File: src/rtl/cache_pkg.sv
// Shared types and widths for the direct-mapped cache controller.
// Address layout is {tag, index, word}; set operations are encoded as {comp, write}.
package cache_pkg;

  localparam int unsigned TAG_W  = 5;
  localparam int unsigned IDX_W  = 8;
  localparam int unsigned WORD_W = 2;
  localparam int unsigned DATA_W = 16;
  localparam int unsigned CNT_W  = 16;
  localparam int unsigned ADDR_W = TAG_W + IDX_W + WORD_W;

  localparam logic [WORD_W-1:0] LAST_BEAT = '1;

  typedef enum logic [1:0] {
    IDLE    = 2'd0,
    COMPARE = 2'd1,
    WB      = 2'd2,
    FILL    = 2'd3
  } state_e;

  // {comp, write}
  typedef enum logic [1:0] {
    OP_ACC_RD  = 2'b00,
    OP_FILL_WR = 2'b01,
    OP_CMP_RD  = 2'b10,
    OP_CMP_WR  = 2'b11
  } set_op_e;

  typedef struct packed {
    logic              we;
    logic [TAG_W-1:0]  tag;
    logic [IDX_W-1:0]  idx;
    logic [WORD_W-1:0] word;
    logic [DATA_W-1:0] wdata;
  } cpu_req_t;

  function automatic logic [ADDR_W-1:0] mk_addr(input logic [TAG_W-1:0]  tag,
                                                input logic [IDX_W-1:0]  idx,
                                                input logic [WORD_W-1:0] word);
    return {tag, idx, word};
  endfunction

endpackage

File: src/rtl/cache_if.sv
// CPU, set-array and main-memory signals of the cache controller.
// slave = controller view, master = surrounding system (CPU, set array, memory).
interface cache_if;
  import cache_pkg::*;

  logic              cpu_req;
  logic              cpu_we;
  logic [ADDR_W-1:0] cpu_addr;
  logic [DATA_W-1:0] cpu_wdata;
  logic [DATA_W-1:0] cpu_rdata;
  logic              cpu_ready;
  logic              cpu_busy;

  logic [IDX_W-1:0]  set_index;
  logic              set_enable;
  logic [WORD_W-1:0] set_word;
  logic              set_comp;
  logic              set_write;
  logic              set_valid_in;
  logic [TAG_W-1:0]  set_tag;
  logic [DATA_W-1:0] set_data;
  logic              set_hit;
  logic              set_dirty;
  logic              set_valid;
  logic [TAG_W-1:0]  set_tag_out;
  logic [DATA_W-1:0] set_data_out;

  logic              mem_req;
  logic              mem_we;
  logic [ADDR_W-1:0] mem_addr;
  logic [DATA_W-1:0] mem_wdata;
  logic [DATA_W-1:0] mem_rdata;
  logic              mem_ack;

  logic [CNT_W-1:0]  hit_count;
  logic [CNT_W-1:0]  miss_count;

  modport slave (
    input  cpu_req, cpu_we, cpu_addr, cpu_wdata,
    output cpu_rdata, cpu_ready, cpu_busy,
    output set_index, set_enable, set_word, set_comp, set_write, set_valid_in, set_tag, set_data,
    input  set_hit, set_dirty, set_valid, set_tag_out, set_data_out,
    output mem_req, mem_we, mem_addr, mem_wdata,
    input  mem_rdata, mem_ack,
    output hit_count, miss_count
  );

  modport master (
    output cpu_req, cpu_we, cpu_addr, cpu_wdata,
    input  cpu_rdata, cpu_ready, cpu_busy,
    input  set_index, set_enable, set_word, set_comp, set_write, set_valid_in, set_tag, set_data,
    output set_hit, set_dirty, set_valid, set_tag_out, set_data_out,
    input  mem_req, mem_we, mem_addr, mem_wdata,
    output mem_rdata, mem_ack,
    input  hit_count, miss_count
  );

endinterface

File: src/rtl/cache_sat_cnt.sv
// Saturating up-counter: increments on inc, holds at all-ones.
module cache_sat_cnt
  import cache_pkg::*;
#(
  parameter int unsigned W = CNT_W
) (
  input  logic         clk,
  input  logic         rst,
  input  logic         inc,
  output logic [W-1:0] count
);

  always_ff @(posedge clk or posedge rst) begin
    if (rst) begin
      count <= '0;
    end else if (inc && (count != '1)) begin
      count <= count + W'(1);
    end
  end

endmodule

File: src/rtl/cache_ctrl.sv
// Sequencer between the CPU and a direct-mapped array of 4-word sets:
// compare, dirty write-back, line fill with retry, and hit/miss statistics.
module cache_ctrl
  import cache_pkg::*;
(
  input  logic    clk,
  input  logic    rst,
  cache_if.slave  bus
);

  state_e            state_q, state_d;
  cpu_req_t          req_q, req_d;
  logic [TAG_W-1:0]  victim_q, victim_d;
  logic [WORD_W-1:0] beat_q, beat_d;
  logic              retry_q, retry_d;
  logic              hit_inc, miss_inc;
  logic              hit_c;
  set_op_e           set_op;

  assign hit_c = bus.set_hit & bus.set_valid;

  // Control registers
  always_ff @(posedge clk or posedge rst) begin
    if (rst) begin
      state_q  <= IDLE;
      req_q    <= '0;
      victim_q <= '0;
      beat_q   <= '0;
      retry_q  <= 1'b0;
    end else begin
      state_q  <= state_d;
      req_q    <= req_d;
      victim_q <= victim_d;
      beat_q   <= beat_d;
      retry_q  <= retry_d;
    end
  end

  // Next state and per-state set/memory controls
  always_comb begin
    state_d          = state_q;
    req_d            = req_q;
    victim_d         = victim_q;
    beat_d           = beat_q;
    retry_d          = retry_q;
    hit_inc          = 1'b0;
    miss_inc         = 1'b0;
    set_op           = OP_ACC_RD;
    bus.cpu_rdata    = '0;
    bus.cpu_ready    = 1'b0;
    bus.cpu_busy     = (state_q != IDLE);
    bus.set_index    = '0;
    bus.set_enable   = 1'b0;
    bus.set_word     = '0;
    bus.set_valid_in = 1'b0;
    bus.set_tag      = '0;
    bus.set_data     = '0;
    bus.mem_req      = 1'b0;
    bus.mem_we       = 1'b0;
    bus.mem_addr     = '0;
    bus.mem_wdata    = '0;

    unique case (state_q)
      IDLE: begin
        if (bus.cpu_req) begin
          req_d.we                          = bus.cpu_we;
          {req_d.tag, req_d.idx, req_d.word} = bus.cpu_addr;
          req_d.wdata                       = bus.cpu_wdata;
          retry_d                           = 1'b0;
          state_d                           = COMPARE;
        end
      end

      COMPARE: begin
        bus.set_index  = req_q.idx;
        bus.set_enable = 1'b1;
        set_op         = req_q.we ? OP_CMP_WR : OP_CMP_RD;
        bus.set_word   = req_q.word;
        bus.set_tag    = req_q.tag;
        bus.set_data   = req_q.wdata;
        if (hit_c) begin
          bus.cpu_ready = 1'b1;
          bus.cpu_rdata = req_q.we ? '0 : bus.set_data_out;
          hit_inc       = ~retry_q;
          state_d       = IDLE;
        end else begin
          // Only the first lookup of a request is a statistic; the post-fill retry is not
          miss_inc = ~retry_q;
          victim_d = bus.set_tag_out;
          beat_d   = '0;
          state_d  = (bus.set_valid & bus.set_dirty) ? WB : FILL;
        end
      end

      WB: begin
        bus.set_index  = req_q.idx;
        bus.set_enable = 1'b1;
        set_op         = OP_ACC_RD;
        bus.set_word   = beat_q;
        bus.mem_req    = 1'b1;
        bus.mem_we     = 1'b1;
        bus.mem_addr   = mk_addr(victim_q, req_q.idx, beat_q);
        bus.mem_wdata  = bus.set_data_out;
        if (bus.mem_ack) begin
          beat_d = beat_q + WORD_W'(1);
          if (beat_q == LAST_BEAT) state_d = FILL;
        end
      end

      FILL: begin
        bus.set_index = req_q.idx;
        bus.set_word  = beat_q;
        bus.mem_req   = 1'b1;
        bus.mem_addr  = mk_addr(req_q.tag, req_q.idx, beat_q);
        // Returned word is written into the set in its ack cycle
        if (bus.mem_ack) begin
          bus.set_enable   = 1'b1;
          set_op           = OP_FILL_WR;
          bus.set_data     = bus.mem_rdata;
          bus.set_tag      = req_q.tag;
          bus.set_valid_in = 1'b1;
          beat_d           = beat_q + WORD_W'(1);
          if (beat_q == LAST_BEAT) begin
            retry_d = 1'b1;
            state_d = COMPARE;
          end
        end
      end

      default: state_d = IDLE;
    endcase

    {bus.set_comp, bus.set_write} = set_op;
  end

  cache_sat_cnt #(.W(CNT_W)) u_hit_cnt (
    .clk   (clk),
    .rst   (rst),
    .inc   (hit_inc),
    .count (bus.hit_count)
  );

  cache_sat_cnt #(.W(CNT_W)) u_miss_cnt (
    .clk   (clk),
    .rst   (rst),
    .inc   (miss_inc),
    .count (bus.miss_count)
  );

endmodule

File: src/flat_wrapper.sv
// flat-port wrapper written by rule: the top's interface ports become plain ports
module cache_ctrl_flat import cache_pkg::*;
  (clk, rst, bus_cpu_req, bus_cpu_we, bus_cpu_addr, bus_cpu_wdata, bus_cpu_rdata, bus_cpu_ready, bus_cpu_busy, bus_set_index, bus_set_enable, bus_set_word, bus_set_comp, bus_set_write, bus_set_valid_in, bus_set_tag, bus_set_data, bus_set_hit, bus_set_dirty, bus_set_valid, bus_set_tag_out, bus_set_data_out, bus_mem_req, bus_mem_we, bus_mem_addr, bus_mem_wdata, bus_mem_rdata, bus_mem_ack, bus_hit_count, bus_miss_count);
  cache_if bus_i ();
  input  logic clk;
  input  logic rst;
  input wire logic [$bits(bus_i.cpu_req)-1:0] bus_cpu_req;
  input wire logic [$bits(bus_i.cpu_we)-1:0] bus_cpu_we;
  input wire logic [$bits(bus_i.cpu_addr)-1:0] bus_cpu_addr;
  input wire logic [$bits(bus_i.cpu_wdata)-1:0] bus_cpu_wdata;
  output wire logic [$bits(bus_i.cpu_rdata)-1:0] bus_cpu_rdata;
  output wire logic [$bits(bus_i.cpu_ready)-1:0] bus_cpu_ready;
  output wire logic [$bits(bus_i.cpu_busy)-1:0] bus_cpu_busy;
  output wire logic [$bits(bus_i.set_index)-1:0] bus_set_index;
  output wire logic [$bits(bus_i.set_enable)-1:0] bus_set_enable;
  output wire logic [$bits(bus_i.set_word)-1:0] bus_set_word;
  output wire logic [$bits(bus_i.set_comp)-1:0] bus_set_comp;
  output wire logic [$bits(bus_i.set_write)-1:0] bus_set_write;
  output wire logic [$bits(bus_i.set_valid_in)-1:0] bus_set_valid_in;
  output wire logic [$bits(bus_i.set_tag)-1:0] bus_set_tag;
  output wire logic [$bits(bus_i.set_data)-1:0] bus_set_data;
  input wire logic [$bits(bus_i.set_hit)-1:0] bus_set_hit;
  input wire logic [$bits(bus_i.set_dirty)-1:0] bus_set_dirty;
  input wire logic [$bits(bus_i.set_valid)-1:0] bus_set_valid;
  input wire logic [$bits(bus_i.set_tag_out)-1:0] bus_set_tag_out;
  input wire logic [$bits(bus_i.set_data_out)-1:0] bus_set_data_out;
  output wire logic [$bits(bus_i.mem_req)-1:0] bus_mem_req;
  output wire logic [$bits(bus_i.mem_we)-1:0] bus_mem_we;
  output wire logic [$bits(bus_i.mem_addr)-1:0] bus_mem_addr;
  output wire logic [$bits(bus_i.mem_wdata)-1:0] bus_mem_wdata;
  input wire logic [$bits(bus_i.mem_rdata)-1:0] bus_mem_rdata;
  input wire logic [$bits(bus_i.mem_ack)-1:0] bus_mem_ack;
  output wire logic [$bits(bus_i.hit_count)-1:0] bus_hit_count;
  output wire logic [$bits(bus_i.miss_count)-1:0] bus_miss_count;
  assign bus_i.cpu_req = bus_cpu_req;
  assign bus_i.cpu_we = bus_cpu_we;
  assign bus_i.cpu_addr = bus_cpu_addr;
  assign bus_i.cpu_wdata = bus_cpu_wdata;
  assign bus_cpu_rdata = bus_i.cpu_rdata;
  assign bus_cpu_ready = bus_i.cpu_ready;
  assign bus_cpu_busy = bus_i.cpu_busy;
  assign bus_set_index = bus_i.set_index;
  assign bus_set_enable = bus_i.set_enable;
  assign bus_set_word = bus_i.set_word;
  assign bus_set_comp = bus_i.set_comp;
  assign bus_set_write = bus_i.set_write;
  assign bus_set_valid_in = bus_i.set_valid_in;
  assign bus_set_tag = bus_i.set_tag;
  assign bus_set_data = bus_i.set_data;
  assign bus_i.set_hit = bus_set_hit;
  assign bus_i.set_dirty = bus_set_dirty;
  assign bus_i.set_valid = bus_set_valid;
  assign bus_i.set_tag_out = bus_set_tag_out;
  assign bus_i.set_data_out = bus_set_data_out;
  assign bus_mem_req = bus_i.mem_req;
  assign bus_mem_we = bus_i.mem_we;
  assign bus_mem_addr = bus_i.mem_addr;
  assign bus_mem_wdata = bus_i.mem_wdata;
  assign bus_i.mem_rdata = bus_mem_rdata;
  assign bus_i.mem_ack = bus_mem_ack;
  assign bus_hit_count = bus_i.hit_count;
  assign bus_miss_count = bus_i.miss_count;
  cache_ctrl u_core (.clk(clk), .rst(rst), .bus(bus_i));
endmodule
File: config.mk
export PLATFORM = sky130hd
export DESIGN_NAME = cache_ctrl_flat
export DESIGN_NICKNAME = d
export VERILOG_FILES = /design/src/rtl/cache_pkg.sv /design/src/rtl/cache_if.sv /design/src/rtl/cache_sat_cnt.sv /design/src/rtl/cache_ctrl.sv /design/src/flat_wrapper.sv
export SDC_FILE = /design/constraint.sdc
export NUM_CORES = 1
export LEC_CHECK = 0
export CELL_PAD_IN_SITES_DETAIL_PLACEMENT = 1
export CELL_PAD_IN_SITES_GLOBAL_PLACEMENT = 1
export CORE_UTILIZATION = 30
export DETAILED_ROUTE_END_ITERATION = 8
export PLACE_DENSITY_LB_ADDON = 0.1
export SYNTH_ARGS = -nofsm -noshare
export SYNTH_HDL_FRONTEND = slang
export SYNTH_SLANG_ARGS = --single-unit
File: constraint.sdc
create_clock -name clk -period 2.8 [get_ports clk]
set_input_delay 0.56 -clock clk [delete_from_list [all_inputs] [get_ports clk]]
set_output_delay 0.56 -clock clk [all_outputs]
set_load 0.01 [all_outputs]
# Word level (Yosys, flattened, before mapping)
# Index checks and enable logic that the tools add are counted.
# word_totals
register_bits,74
output_inout_bits,118
# op_classes
n_addsub,3
eq_ne,13
n_mux,40
bitwise,4
reduce_logical,14
# op_table
op,n
$mux W16,5
$add A16 B1 Y16 const B,2
$ne A16 B16 Y1 const B,2
$pmux W16 S2,1
$pmux W15 S2,1
$mux W1,16
$mux W2,8
$pmux W2 S2,3
$pmux W5 S2,1
$mux W8,1
$ne A2 B2 Y1 const B,4
$pmux W2 S4,1
$eq A2 B2 Y1 const B,3
$ne A2 B1 Y1 const B,3
$reduce_bool A2 Y1,3
$mux W5,1
$reduce_and A5 Y1,1
$pmux W1 S2,2
$reduce_and A2 Y1,2
$reduce_and A4 Y1,1
$reduce_or A2 Y1,2
$reduce_and A3 Y1,1
$reduce_or A3 Y1,1
$add A2 B1 Y2 const B,1
5 further kinds,8

# Longest topological paths before layout
# depth
word_depth,4
mapped_depth,8

# By module
# From an unflattened synthesis, not the netlist that was laid out.
# unflattened
cells_unflattened,379
area_unflattened_um2,4201.5
# modules_own_cells
module,n_inst,cells_per_inst,area_each_um2,seq_area_each_um2
cache_ctrl,1,237,2590.0,1051.0
cache_sat_cnt,2,71,805.8,400.4

# Worst setup path after synthesis
# No wires, ideal clock.
# synth_timing
path_type,reg-to-output
from,register u_core.state_q[1]
to,output bus_set_data[10]
arrival_time_ns,1.722
setup_slack_ns,0.518
stages_incl_launch_ff,8
n_path_buf,2
cell_sequence,dfrtp_1 -> inv_1 -> ha_1 -> nor2_1 -> nor2b_1 -> clkbuf_1 -> clkbuf_1 -> a22o_1
# synth_via
elab_chain_cells,2
# synth_rtl
element,line_no,text
from (decl),cache_ctrl.sv:11,"state_e state_q, state_d;"
from (signal assigned),cache_ctrl.sv:31,state_q <= state_d;
$eq A2 B2 Y1 or $eq A2 B1 Y1 (tied branches),cache_ctrl.sv:63,unique case (state_q)
$pmux W16 S2 (*),cache_ctrl.sv:63,
to (decl),flat_wrapper.sv:21,output wire logic [$bits(bus_i.set_data)-1:0] bus_set_data;
# Mark *: on every way between the ends. The rest lies on a longest branch, timed or not.

# Worst setup path after layout
# layout_timing
from,input bus_mem_ack
to,output bus_set_data[12]
# layout_via
elab_chain_cells,2
# layout_rtl
element,line_no,text
from (decl),flat_wrapper.sv:32,input wire logic [$bits(bus_i.mem_ack)-1:0] bus_mem_ack;
$mux W16,cache_ctrl.sv:116,if (bus.mem_ack) begin
$pmux W16 S2,cache_ctrl.sv:63,
# Every way passes these cells.

==> impl_metrics.json <==
{
  "clock-root-buffer": "clkbuf_16",
  "routabilityCongestion": 0.780,
  "synth_edf_count": 0,
  "synth.largest_area_cell": "dfrtp_1",
  "status": "finished, final reports clean",
  "syn_nets": 451,
  "htreeDepth": 3,
  "final_cells": 749,
  "cts-hold-fix-buffers": 0,
  "synth_warnings": 0,
  "core_mm2": 0.0127,
  "finalClockSkew_ns": 0.00447,
  "dr.pass1.iters": 4,
  "ys.flop_type": "dfrtp_1",
  "vdd_drop_max_v": 0.000509,
  "syn_inst": 365,
  "multiInputGateArea_mm2": 0.00208,
  "grt_use_total": 0.196,
  "yosysSeqAreaShare": 0.469,
  "die_h_um": 117,
  "whs_ns": 0.488,
  "slew_headroom": 0.659,
  "row_count": 41,
  "fin_nets": 660,
  "cp.required_ns": 2.24,
  "wirelength_um": 12500,
  "max_freq_mhz": 362,
  "synth_commonest_cells": "dfrtp_1 (74), and2_1 (49), mux2_2 (40)",
  "critPathMaxFanout": 9,
  "initial_core_util": 0.310,
  "areaGrowthSynthToFinish_pct": 67.7,
  "synth.distinct_cells": 39,
  "startpoint_type": "input pin",
  "grt_pass1_vias": 3840,
  "drv_slew": 0,
  "yosys_register_bits": 74,
  "postRouteAntennaNets": 0,
  "synth_most_common_cell": "dfrtp_1",
  "cp-end-kind": "primary output",
  "cts_buffers": 9,
  "grt-ovfl-total": 0,
  "diodes": 0,
  "drv_cap": 0,
  "synth_top_area_share": 0.469,
  "cts_tree": "built",
  "avgRoutedWirePerCell_um": 16.7,
  "postSynthAreaPerCell_um2": 10.8,
  "grt_pass1_wl_um": 20200,
  "synth.cell_area_mm2": 0.00395,
  "pin_count": 194,
  "path_class": "input pin to primary output",
  "fill_cells": 1437,
  "clock_path_buffers": 2,
  "synthTopCellsByArea": "dfrtp_1 (47%), mux2_2 (11%), and2_1 (7.8%)",
  "portBuffers": 193,
  "dieArea_mm2": 0.0136,
  "fin_util": 0.520,
  "vias": 3546,
  "dp_hpwl_um": 9400,
  "cp.arrival_ns": 2.20,
  "hold_path.class": "flop to flop",
  "regArea_mm2": 0.00185,
  "r2r_setup_slack_ns": 0.60,
  "final.period_utilization": 0.986,
  "hold_viol_final": 0,
  "cts.reportedPaths.clkPinSlew_ns": 0.06,
  "finalSetupViolCount": 0,
  "power_per_cell_area_mw_per_mm2": 868,
  "place_inst": 729,
  "layout-drive-gt1-share": 0.170,
  "drc_errors": 0,
  "die_w_um": 117,
  "routed_via_density": 4.73,
  "antenna_found_initial": 0,
  "synthArstFlopShare": 1.00,
  "drtIter0Drc": 117,
  "fin_tns_setup_ns": 0,
  "grt_max_degree": 48,
  "cts.sink_count": 74,
  "p_leak_nw": 3.03,
  "clock_latency_ns": 0.33,
  "worst_slew_pin_slew_ns": 0.511,
  "min_period_ns": 2.76
}
==> cell families after synthesis <==
logic type | after synthesis | share of synthesized area
and+or+nand+nor | 143 | 0.206
xor gates and xnor gates | 26 | 0.0577
muxes | 42 | 0.119
DFF | 74 | 0.469
adders and majority gates | 10 | 0.0317
buffers and inverters | 23 | 0.0222
AOI/OAI and AO/OA | 47 | 0.0942
==> stage by stage <==
step	setup slack, ns	cell area [um^2]	total power [W]
finish	0.0380	6620	0.00574
global route	-0.000141	6620	0.00612
CTS	-0.0820	6530	0.00582
detailed placement	-0.0893	6160	0.00457
global placement	-0.0193	6160	0.00449
floorplan	0.358	3950	0.00307
==> worst max-delay path: stages <==
cell	delay [ns]
clkdlybuf4s50_1	0.47
and2_4	0.16
nor2b_4	0.18
buf_6	0.16
a22o_1	0.14
clkdlybuf4s50_1	0.54
==> sequential cells by signal, summed over array words and instances (netlist names) <==
name and count:
u_core.req_q 32, u_core.u_miss_cnt.count 16, u_core.retry_q 1, u_core.state_q 2
u_core.victim_q 5, u_core.u_hit_cnt.count 16, u_core.beat_q 2
==> placed cells by master (no fill, tap or decap), types with 3 or more instances in the layout <==
master	instances
and3_1	3
a22o_1	21
and4_1	4
nor2_1	15
xor2_1	6
a21oi_1	8
xnor2_1	20
buf_4	12
ha_2	5
nor2b_1	13
nand3_1	8
nand2_1	22
clkdlybuf4s50_1	159
nor2_4	3
ha_1	4
dlygate4sd2_1	13
o21ai_0	6
mux2_2	40
buf_6	4
dlymetal6s2s_1	19
inv_1	6
and2_1	48
nand4_1	13
dfrtp_1	72
clkinv_2	4
clkbuf_16	9
==> final timing paths <==
path	from	cells after the start	to
worst max-delay path	bus_mem_ack	6	bus_set_data[12]
worst min-delay path	u_core.u_hit_cnt.count[11]	1	u_core.u_hit_cnt.count[11]
worst max register to register	u_core.state_q[1]	8	u_core.u_hit_cnt.count[1]
worst min register to register	u_core.u_hit_cnt.count[11]	1	u_core.u_hit_cnt.count[11]
max in group asynchronous	rst	3	u_core.state_q[0]
min in group asynchronous	rst	2	u_core.u_miss_cnt.count[1]
==> layer usage <==
metal  track usage  routed length, um  up-vias
li1              -                  -     1687
met1         0.232               5160     1750
met2         0.341               6470       98
met3        0.0638                775       11
met4        0.0540                135        0
met5             0                  0        -
==> area by class of cell <==
class	instances	area share
clock buffers	10	0.0346
clock inverters	4	0.00681
inverters	9	0.00605
multi-input cells	268	0.314
flip-flops and latches	74	0.280
well taps	172	0.0325
repair buffers	212	0.325
==> repair_timing <==
action,4_1_cts,5_1_grt
setup buffers,3,1
cloned,2,0
resized for setup,40,30
pin swaps,0,3
setup endpoints to repair,49,52
==> where the power goes <==
part / leakage, nW / total, W / switching, W / internal (W)
Combinational: 1.96 / 0.00288 / 0.00122 / 0.00166
Sequential: 0.933 / 0.00176 / 0.000321 / 0.00143
Clock: 0.138 / 0.00111 / 0.000432 / 0.000675
Note: power is estimated with default switching activity, not from simulation.
